===== src/rtl/wb_snoop_ctrl.sv =====
// Snoop controller: arbitrates per-core coherence requests, broadcasts the address to
// the other enabled cores and returns one response. Optional counters: WB_SNOOP_CTRL_STATS_EN.
module wb_snoop_ctrl #(
  parameter int NUM_CORES = 2,
  parameter int AW        = 32,
  parameter int DW        = 32,
  parameter int TIMEOUT   = 16
) (
  input  logic                    wb_clk_i,
  input  logic                    wb_rst_n_i,
  // Handshake: req_valid_i[i] is held with a stable req_adr_i slice until the one-cycle
  // rsp_valid_o[i] pulse; bus_snoop_req_o[t] is a level held until bus_snoop_ack_i[t]
  // (hit/data qualified by ack) or until the transaction times out.
  input  logic [NUM_CORES-1:0]    req_valid_i,
  input  logic [AW*NUM_CORES-1:0] req_adr_i,
  input  logic [NUM_CORES-1:0]    snoop_en_i,
  output logic [NUM_CORES-1:0]    rsp_valid_o,
  output logic                    rsp_hit_o,
  output logic [DW-1:0]           rsp_dat_o,
  output logic                    rsp_err_o,
  output logic [AW*NUM_CORES-1:0] bus_snoop_adr_o,
  output logic [NUM_CORES-1:0]    bus_snoop_req_o,
  input  logic [NUM_CORES-1:0]    bus_snoop_ack_i,
  input  logic [NUM_CORES-1:0]    bus_snoop_hit_i,
  input  logic [DW*NUM_CORES-1:0] bus_snoop_dat_i,
  output logic                    busy_o,
  output logic [1:0]              dbg_state_o
`ifdef WB_SNOOP_CTRL_STATS_EN
  ,
  output logic [31:0]             stat_snoops_o,
  output logic [31:0]             stat_hits_o,
  output logic [15:0]             stat_tmo_o
`endif
);

  localparam int IW = (NUM_CORES > 1) ? $clog2(NUM_CORES) : 1;
  localparam int TW = $clog2(TIMEOUT + 1);

  typedef enum logic [1:0] {
    S_IDLE  = 2'd0,
    S_SNOOP = 2'd1,
    S_RESP  = 2'd2
  } state_t;

  state_t                state_q, state_d;
  logic [IW-1:0]         win_q, win_d;
  logic [IW-1:0]         rr_q, rr_d;
  logic [AW-1:0]         adr_q, adr_d;
  logic [NUM_CORES-1:0]  pend_q, pend_d;
  logic                  hit_q, hit_d;
  logic [DW-1:0]         dat_q, dat_d;
  logic                  err_q, err_d;
  logic [TW-1:0]         timer_q, timer_d;

  logic [NUM_CORES-1:0]  rsp_valid_d;
  logic                  busy_d;

  // Round-robin arbitration starting just above the last winner
  logic                  arb_found;
  logic [IW-1:0]         arb_win;
  logic [IW-1:0]         cand;
  logic [NUM_CORES-1:0]  arb_oh;
  logic [AW-1:0]         arb_adr;

  always_comb begin
    arb_found = 1'b0;
    arb_win   = rr_q;
    cand      = rr_q;
    for (int k = 1; k <= NUM_CORES; k++) begin
      cand = IW'((int'(rr_q) + k) % NUM_CORES);
      if (!arb_found && req_valid_i[cand]) begin
        arb_found = 1'b1;
        arb_win   = cand;
      end
    end
    arb_oh  = '0;
    arb_adr = '0;
    for (int i = 0; i < NUM_CORES; i++) begin
      if (arb_win == IW'(i)) begin
        arb_oh[i] = 1'b1;
        arb_adr   = req_adr_i[i*AW +: AW];
      end
    end
  end

  // Ack/hit evaluation against the still-pending targets only
  logic [NUM_CORES-1:0]  hitv;
  logic [NUM_CORES-1:0]  pend_clr;
  logic [DW-1:0]         first_dat;

  always_comb begin
    hitv      = pend_q & bus_snoop_ack_i & bus_snoop_hit_i;
    pend_clr  = pend_q & ~bus_snoop_ack_i;
    first_dat = '0;
    for (int i = NUM_CORES - 1; i >= 0; i--) begin
      if (hitv[i]) first_dat = bus_snoop_dat_i[i*DW +: DW];
    end
  end

  always_comb begin
    state_d = state_q;
    win_d   = win_q;
    rr_d    = rr_q;
    adr_d   = adr_q;
    pend_d  = pend_q;
    hit_d   = hit_q;
    dat_d   = dat_q;
    err_d   = err_q;
    timer_d = timer_q;
    case (state_q)
      S_IDLE: begin
        if (arb_found) begin
          win_d   = arb_win;
          adr_d   = arb_adr;
          pend_d  = snoop_en_i & ~arb_oh;
          hit_d   = 1'b0;
          dat_d   = '0;
          err_d   = 1'b0;
          timer_d = '0;
          state_d = ((snoop_en_i & ~arb_oh) == '0) ? S_RESP : S_SNOOP;
        end
      end
      S_SNOOP: begin
        pend_d  = pend_clr;
        timer_d = timer_q + TW'(1);
        if ((hitv != '0) && !hit_q) begin
          hit_d = 1'b1;
          dat_d = first_dat;
        end
        if (pend_clr == '0) begin
          state_d = S_RESP;
        end else if (timer_q == TW'(TIMEOUT - 1)) begin
          state_d = S_RESP;
          err_d   = 1'b1;
          pend_d  = '0;
        end
      end
      S_RESP: begin
        rr_d    = win_q;
        state_d = S_IDLE;
      end
      default: state_d = S_IDLE;
    endcase
  end

  // Response outputs are loaded on the edge that enters RESP so they are true flops
  always_comb begin
    rsp_valid_d = '0;
    for (int i = 0; i < NUM_CORES; i++) begin
      if ((state_d == S_RESP) && (win_d == IW'(i))) rsp_valid_d[i] = 1'b1;
    end
    busy_d = (state_d != S_IDLE);
  end

  always_ff @(posedge wb_clk_i or negedge wb_rst_n_i) begin
    if (!wb_rst_n_i) begin
      state_q     <= S_IDLE;
      win_q       <= '0;
      rr_q        <= IW'(NUM_CORES - 1);
      adr_q       <= '0;
      pend_q      <= '0;
      hit_q       <= 1'b0;
      dat_q       <= '0;
      err_q       <= 1'b0;
      timer_q     <= '0;
      rsp_valid_o <= '0;
      rsp_hit_o   <= 1'b0;
      rsp_dat_o   <= '0;
      rsp_err_o   <= 1'b0;
      busy_o      <= 1'b0;
    end else begin
      state_q     <= state_d;
      win_q       <= win_d;
      rr_q        <= rr_d;
      adr_q       <= adr_d;
      pend_q      <= pend_d;
      hit_q       <= hit_d;
      dat_q       <= dat_d;
      err_q       <= err_d;
      timer_q     <= timer_d;
      rsp_valid_o <= rsp_valid_d;
      rsp_hit_o   <= (state_d == S_RESP) ? hit_d : 1'b0;
      rsp_dat_o   <= (state_d == S_RESP) ? dat_d : '0;
      rsp_err_o   <= (state_d == S_RESP) ? err_d : 1'b0;
      busy_o      <= busy_d;
    end
  end

  assign bus_snoop_req_o = pend_q;
  assign bus_snoop_adr_o = {NUM_CORES{adr_q}};
  assign dbg_state_o     = state_q;

`ifdef WB_SNOOP_CTRL_STATS_EN
  always_ff @(posedge wb_clk_i or negedge wb_rst_n_i) begin
    if (!wb_rst_n_i) begin
      stat_snoops_o <= '0;
      stat_hits_o   <= '0;
      stat_tmo_o    <= '0;
    end else if (state_q == S_RESP) begin
      stat_snoops_o <= stat_snoops_o + 32'd1;
      if (hit_q) stat_hits_o <= stat_hits_o + 32'd1;
      if (err_q) stat_tmo_o  <= stat_tmo_o + 16'd1;
    end
  end
`endif

endmodule


===== config.mk =====
export PLATFORM = sky130hd
export DESIGN_NAME = wb_snoop_ctrl
export DESIGN_NICKNAME = d
export VERILOG_FILES = /design/src/rtl/wb_snoop_ctrl.sv
export SDC_FILE = /design/constraint.sdc
export NUM_CORES = 1
export LEC_CHECK = 0
export BUFFER_PORTS_ARGS = -buffer_cell sky130_fd_sc_hd__buf_2
export CORE_AREA = 2 2 133 103
export CTS_CLUSTER_DIAMETER = 100
export DETAILED_ROUTE_END_ITERATION = 8
export DIE_AREA = 0 0 135 105
export PLACE_DENSITY = 0.85
export SLEW_MARGIN = 10
export SYNTH_ARGS = -nofsm -noshare
export SYNTH_HDL_FRONTEND = slang
export SYNTH_SLANG_ARGS = --single-unit

===== constraint.sdc =====
create_clock -name wb_clk_i -period 1.9 [get_ports wb_clk_i]
set_input_delay 0.38 -clock wb_clk_i [delete_from_list [all_inputs] [get_ports wb_clk_i]]
set_output_delay 0.38 -clock wb_clk_i [all_outputs]
set_load 0.01 [all_outputs]

## Yosys cells after proc, flatten, opt, wreduce, memory -nomap -nowiden

Cells that the tools add are included.

| word-level totals | value |
|---|---|
| flip-flop bits (word level) | 114 |
| input port bits | 138 |
| output and inout port bits | 105 |

| operators by class | value |
|---|---|
| add/sub/neg operators | 3 |
| order comparisons | 2 |
| eq/ne operators | 5 |
| multiplexer cells | 41 |
| bitwise gates (word level) | 7 |
| reduce and logical (&&, ||, !) cells | 14 |

Operators by type and width:

| kind | number |
|---|---|
| $mux 32 | 6 |
| $pmux 32 s2 | 1 |
| $mux 1 | 21 |
| $mux 2 | 7 |
| $pmux 5 s2 | 1 |
| $and 2x2->2 | 4 |
| $pmux 2 s2 | 2 |
| $logic_not 2->1 | 3 |
| $reduce_bool 2->1 | 3 |
| $add 5x1->5 const B | 1 |
| $eq 5x4->1 const B | 1 |
| $mux 5 | 1 |
| $eq 2x2->1 const B | 2 |
| $logic_and 1x1->1 | 4 |
| $lt 1x2->1 const B | 2 |
| $not 2->2 | 2 |
| $pmux 1 s2 | 2 |
| $reduce_and 2->1 | 2 |
| $add 1x1->1 const B | 2 |
| $eq 2x1->1 const B | 1 |
| $logic_not 1->1 | 2 |
| $ne 2x2->1 const B | 1 |
| $not 1->1 | 1 |

## Longest topological paths before layout

| logic depth | value |
|---|---|
| depth in word-level cells | 17 |
| gate-level depth with buffers | 8 |

## Worst setup path after synthesis

Ideal clock, no wire load.

| timing | value |
|---|---|
| path kind | reg2reg |
| start | reg timer_q[0] |
| end | reg rsp_dat_o[2] |
| data arrival time | 1.677 ns |
| path slack | 0.083 ns |
| stages on the path, launching flop included | 8 |
| period minus slack after synthesis | 1.817 ns |
| path through | dfrtp_1 -> ha_1 -> and3_1 -> ha_1 -> a21o_1 -> nand2_1 -> clkbuf_1 -> a2bb2oi_1 |

| between the ends | value |
|---|---|
| cells in the longest elaborated chain, start to end | 6 |

RTL lines:

| element | line | source |
|---|---|---|
| from (decl) | 53 | `logic [TW-1:0] timer_q, timer_d;` |
| from (signal assigned) | 180 | `timer_q <= timer_d;` |
| $eq 5x4->1 | 132 | `end else if (timer_q == TW'(TIMEOUT - 1)) begin` |
| $mux 2 | 132 |  |
| $mux 2 | 130 | `if (pend_clr == '0) begin` |
| $pmux 2 s2 | 110 | `case (state_q)` |
| $eq 2x2->1 | 183 | `rsp_dat_o <= (state_d == S_RESP) ? dat_d : '0;` |
| $mux 32 | 183 |  |
| to (signal assigned) | 183 |  |
| to (decl) | 19 | `output logic [DW-1:0] rsp_dat_o,` |

No other way between the ends.
A chain may end at the register's enable or synchronous reset.

## Final worst setup path

| timing | value |
|---|---|
| start | reg state_q[0] (netlist: dbg_state_o[0]) |
| end | reg rsp_dat_o[5] |

| between the ends | value |
|---|---|
| cells in the longest elaborated chain, start to end | 5 |
| elaborated cells between the ends (all ways) | 9 |
| classes of those cells | 2 x eq/ne; 6 x mux; 1 x reduce/logical |

RTL lines:

| element | line | source |
|---|---|---|
| from (decl) | 45 | `state_t state_q, state_d;` |
| from (signal assigned) | 172 | `state_q <= state_d;` |
| $mux 2 | 132 |  |
| $mux 2 | 130 |  |
| $pmux 2 s2 | 110 |  |
| $eq 2x2->1 | 183 |  |
| $mux 32 * | 183 |  |

Every way passes the cells marked *; elsewhere a longest branch is shown, timed or not.

==> impl_results.md <==
- Status: completed
- Ys Warns: 0
- MaxCap Viol Count: 0
- Worst setup EP type: flop
- Initial core utilization: 42.34%
- CP max-delay cell: dfrtp_2
- Crit path DAT: 2.20 ns
- Max Clock Freq: 535.4 MHz
- Final setup vio count: 0
- Number of port buffers: 242
- GP Congestion: 0.8381
- Grt ovf: 0
- Seq. cell area: 0.002855 sq mm
- DRC errors left: 0
- First-pass GRT wire length: 22710 um
- Area leader, netlist: dfrtp_1
- Mapped Area: 0.005416 sq mm
- Nets: 900
- CTS tree: done
- Total clock sinks: 114
- Via count: 4704
- Pins Over Slew Limit: 0
- Rows: 36
- Post-Route WL: 14830 um
- VDD IR max: 0.0006910 V
- # fillers: 1067
- Routed vias/inst: 4.983
- Vias in the first global route: 4526
- Netlist cell types: 33
- Reg clk slew, reported paths: 0.06 ns
- Tightest Pin Transition: 0.3752 ns
- Worst endpoint required time: 2.23 ns
- Critical path's largest stage delay: 0.44 ns
- Post-synth EDFFs: 0
- Post-Layout Inst Area: 0.007739 sq mm
- Routed Antenna Nets: 0
- Worst path buffer plus inverter count: 3
- Clk buf depth: 2
- Clock root buffer: clkbuf_16
- Die Wd: 135 um
- Top FF cell, synth: dfrtp_1
- Async SR Flop Fraction: 100.0%
- Layout cells sized above 1: 45.80%
- Diode count: 0
- Total Neg Setup Slack: 0 ns
- Hold WC Path Type: input port to flop
- Placed Area: 0.006731 sq mm
- PwrDens: 1393 mW/mm^2
- Worst Path Class, Setup: flop to flop
- Num ports: 243
- # H-tree levels: 4
- Dpl cells: 904
- Share of the synthesized area in the top cell type: 52.21%
- Core area: 0.01279 sq mm
- CP Max Fanout: 8
- Area Overhead vs Synth: 42.87%
- Worst skew pair latency: 0.40 ns
- Initial antenna violation count: 0
- Cells along the critical path: buf_6, or3_4, o211ai_1, buf_4, clkbuf_16, and3_4, a2bb2oi_2
- Hold Worst Slack: 0.2677 ns
- Drt pass-1 iters: 5
- Syn_nets: 681
- Leak pwr: 4.022 nW
- DP Wirelength: 9878 um
- Cells after Synth: 541
- Tcrit/Tclk final: 98.30%
- DIE HEIGHT: 105 um
- Die area: 0.01418 sq mm
- Starting DRT DRC Count: 208
- Min cycle time layout: 1.868 ns
- Inserted Clock Buffers: 17
- Post-Layout Cell Count: 944
- RSZ-0062 raised after global routing: yes
- Final hold vios: 0
- Pin count of the biggest net entering global routing: 62
- Worst path top cell family by delay: simple AND/OR/NAND/NOR gates
- Slew HR: 74.88%
- Clock skew: 0.006759 ns
- Synth top area cells: dfrtp_1 (52%), mux2i_1 (5.9%), a2bb2oi_1 (5.2%)
- GRT Total Usage: 20.24%
- Startpoint Class: flop
- Multi-input logic area: 0.002360 sq mm
- Syn Area/Cell: 10.01 sq um
- FF+latch count, synth: 114
- Seq/Total Area, Yosys: 52.69%
- Wire per inst: 15.71 um
## registers in the layout, indices dropped and copies added (netlist names)
name	count
dbg_state_o	2
win_q	1
bus_snoop_req_o	2
busy_o	1
rr_q	1
timer_q	5
adr_q	32
hit_q	1
rsp_err_o	1
rsp_dat_o	32
dat_q	32
rsp_valid_o	2
rsp_hit_o	1
err_q	1
## per-stage QoR
stage               total power, mW  util [%]  worst slack, ns
detailed placement            7.147     52.62          0.02346
global route                  11.38     60.49         -0.02475
CTS                           10.61     57.67          0.02504
floorplan                     5.890         -          0.08316
global placement              7.054     52.62          0.05695
finish                        10.78     60.49          0.03233
## Yosys cell counts, types with 7 or more instances
cell / count
nand3_1: 34
nor2_1: 7
a2bb2oi_1: 32
mux2i_1: 32
nand2_1: 73
o21ai_0: 39
a21oi_1: 35
buf_4: 32
or2_1: 32
dfrtp_1: 113
clkbuf_1: 28
buf_2: 7
and3_1: 35
## power by group
part	total [mW]	switching (mW)	internal, mW
Sequential	3.36	0.379	2.98
Combinational	4.02	2.29	1.73
Clock	3.40	1.14	2.26
## final timing paths
check / to / slack (ns) / from / cells after the start
setup / recovery: rsp_dat_o[5] / 0.03 / dbg_state_o[0] / 7
hold / removal: adr_q[8] / 0.27 / req_adr_i[8] / 3
setup reg to reg: rsp_dat_o[5] / 0.03 / dbg_state_o[0] / 7
hold reg to reg: adr_q[13] / 0.50 / adr_q[13] / 2
max in group asynchronous: dat_q[28] / 0.97 / wb_rst_n_i / 3
min in group asynchronous: busy_o / 0.36 / wb_rst_n_i / 2
## logic make-up (layout without fill, tap and decap cells)
logic type	count (synthesis)	count (layout)	synth area share (%)
AO/OA/AOI/OAI	116	116	13.40
AND/OR/NAND/NOR	198	198	18.48
buffers and inverters	76	308	8.478
multiplexers	34	34	6.329
flip-flops	114	114	52.69
adder cells (fa/ha/maj)	2	2	0.4619
XOR/XNOR	1	1	0.1617
## tightest hold or removal path, delay by kind of cell
kind            cells  cell delay [ns]
compound gates      1             0.13
buf+inv             1             0.07
mux                 1             0.05
## routing by layer
layer  vias to the layer above  global-route usage, %  wire length (um)
met1                      2260                  27.59              6944
met4                         0                  4.911                73
met2                       152                  32.60              6976
li1                       2286                      -                 -
met3                         6                  4.949               832
met5                         -                      0                 0
## cell type report
cell class,count,share of cell area (%)
clock inverter,13,2.361
sequential,114,36.90
clock buffer,19,5.853
inverter,3,0.1455
tap,171,2.765
timing repair buffer,273,21.49
multi-input combinational,351,30.49
## cell usage in the layout, fill, tap and decap left out, types with 7 or more instances in the layout
cell,synthesis,routed
o21ai_0,39,39
clkbuf_16,0,20
and3_4,0,19
buf_4,32,14
nand3_1,34,34
buf_2,7,241
nor2_1,7,7
and3_1,35,16
mux2i_1,32,32
a2bb2oi_2,0,22
or2_1,32,32
a2bb2oi_1,32,10
buf_12,0,12
dfrtp_1,113,112
nand2_1,73,72
a21oi_1,35,34
## repair_timing
item | 4_1_cts | 5_1_grt
endpoints found under the hold margin | 9 | 0
endpoints found under the setup margin | 0 | 55
resized for setup | 0 | 50
setup buffers | 0 | 3
hold buffers | 1 | 0
Power figures use the tool's default switching activity.
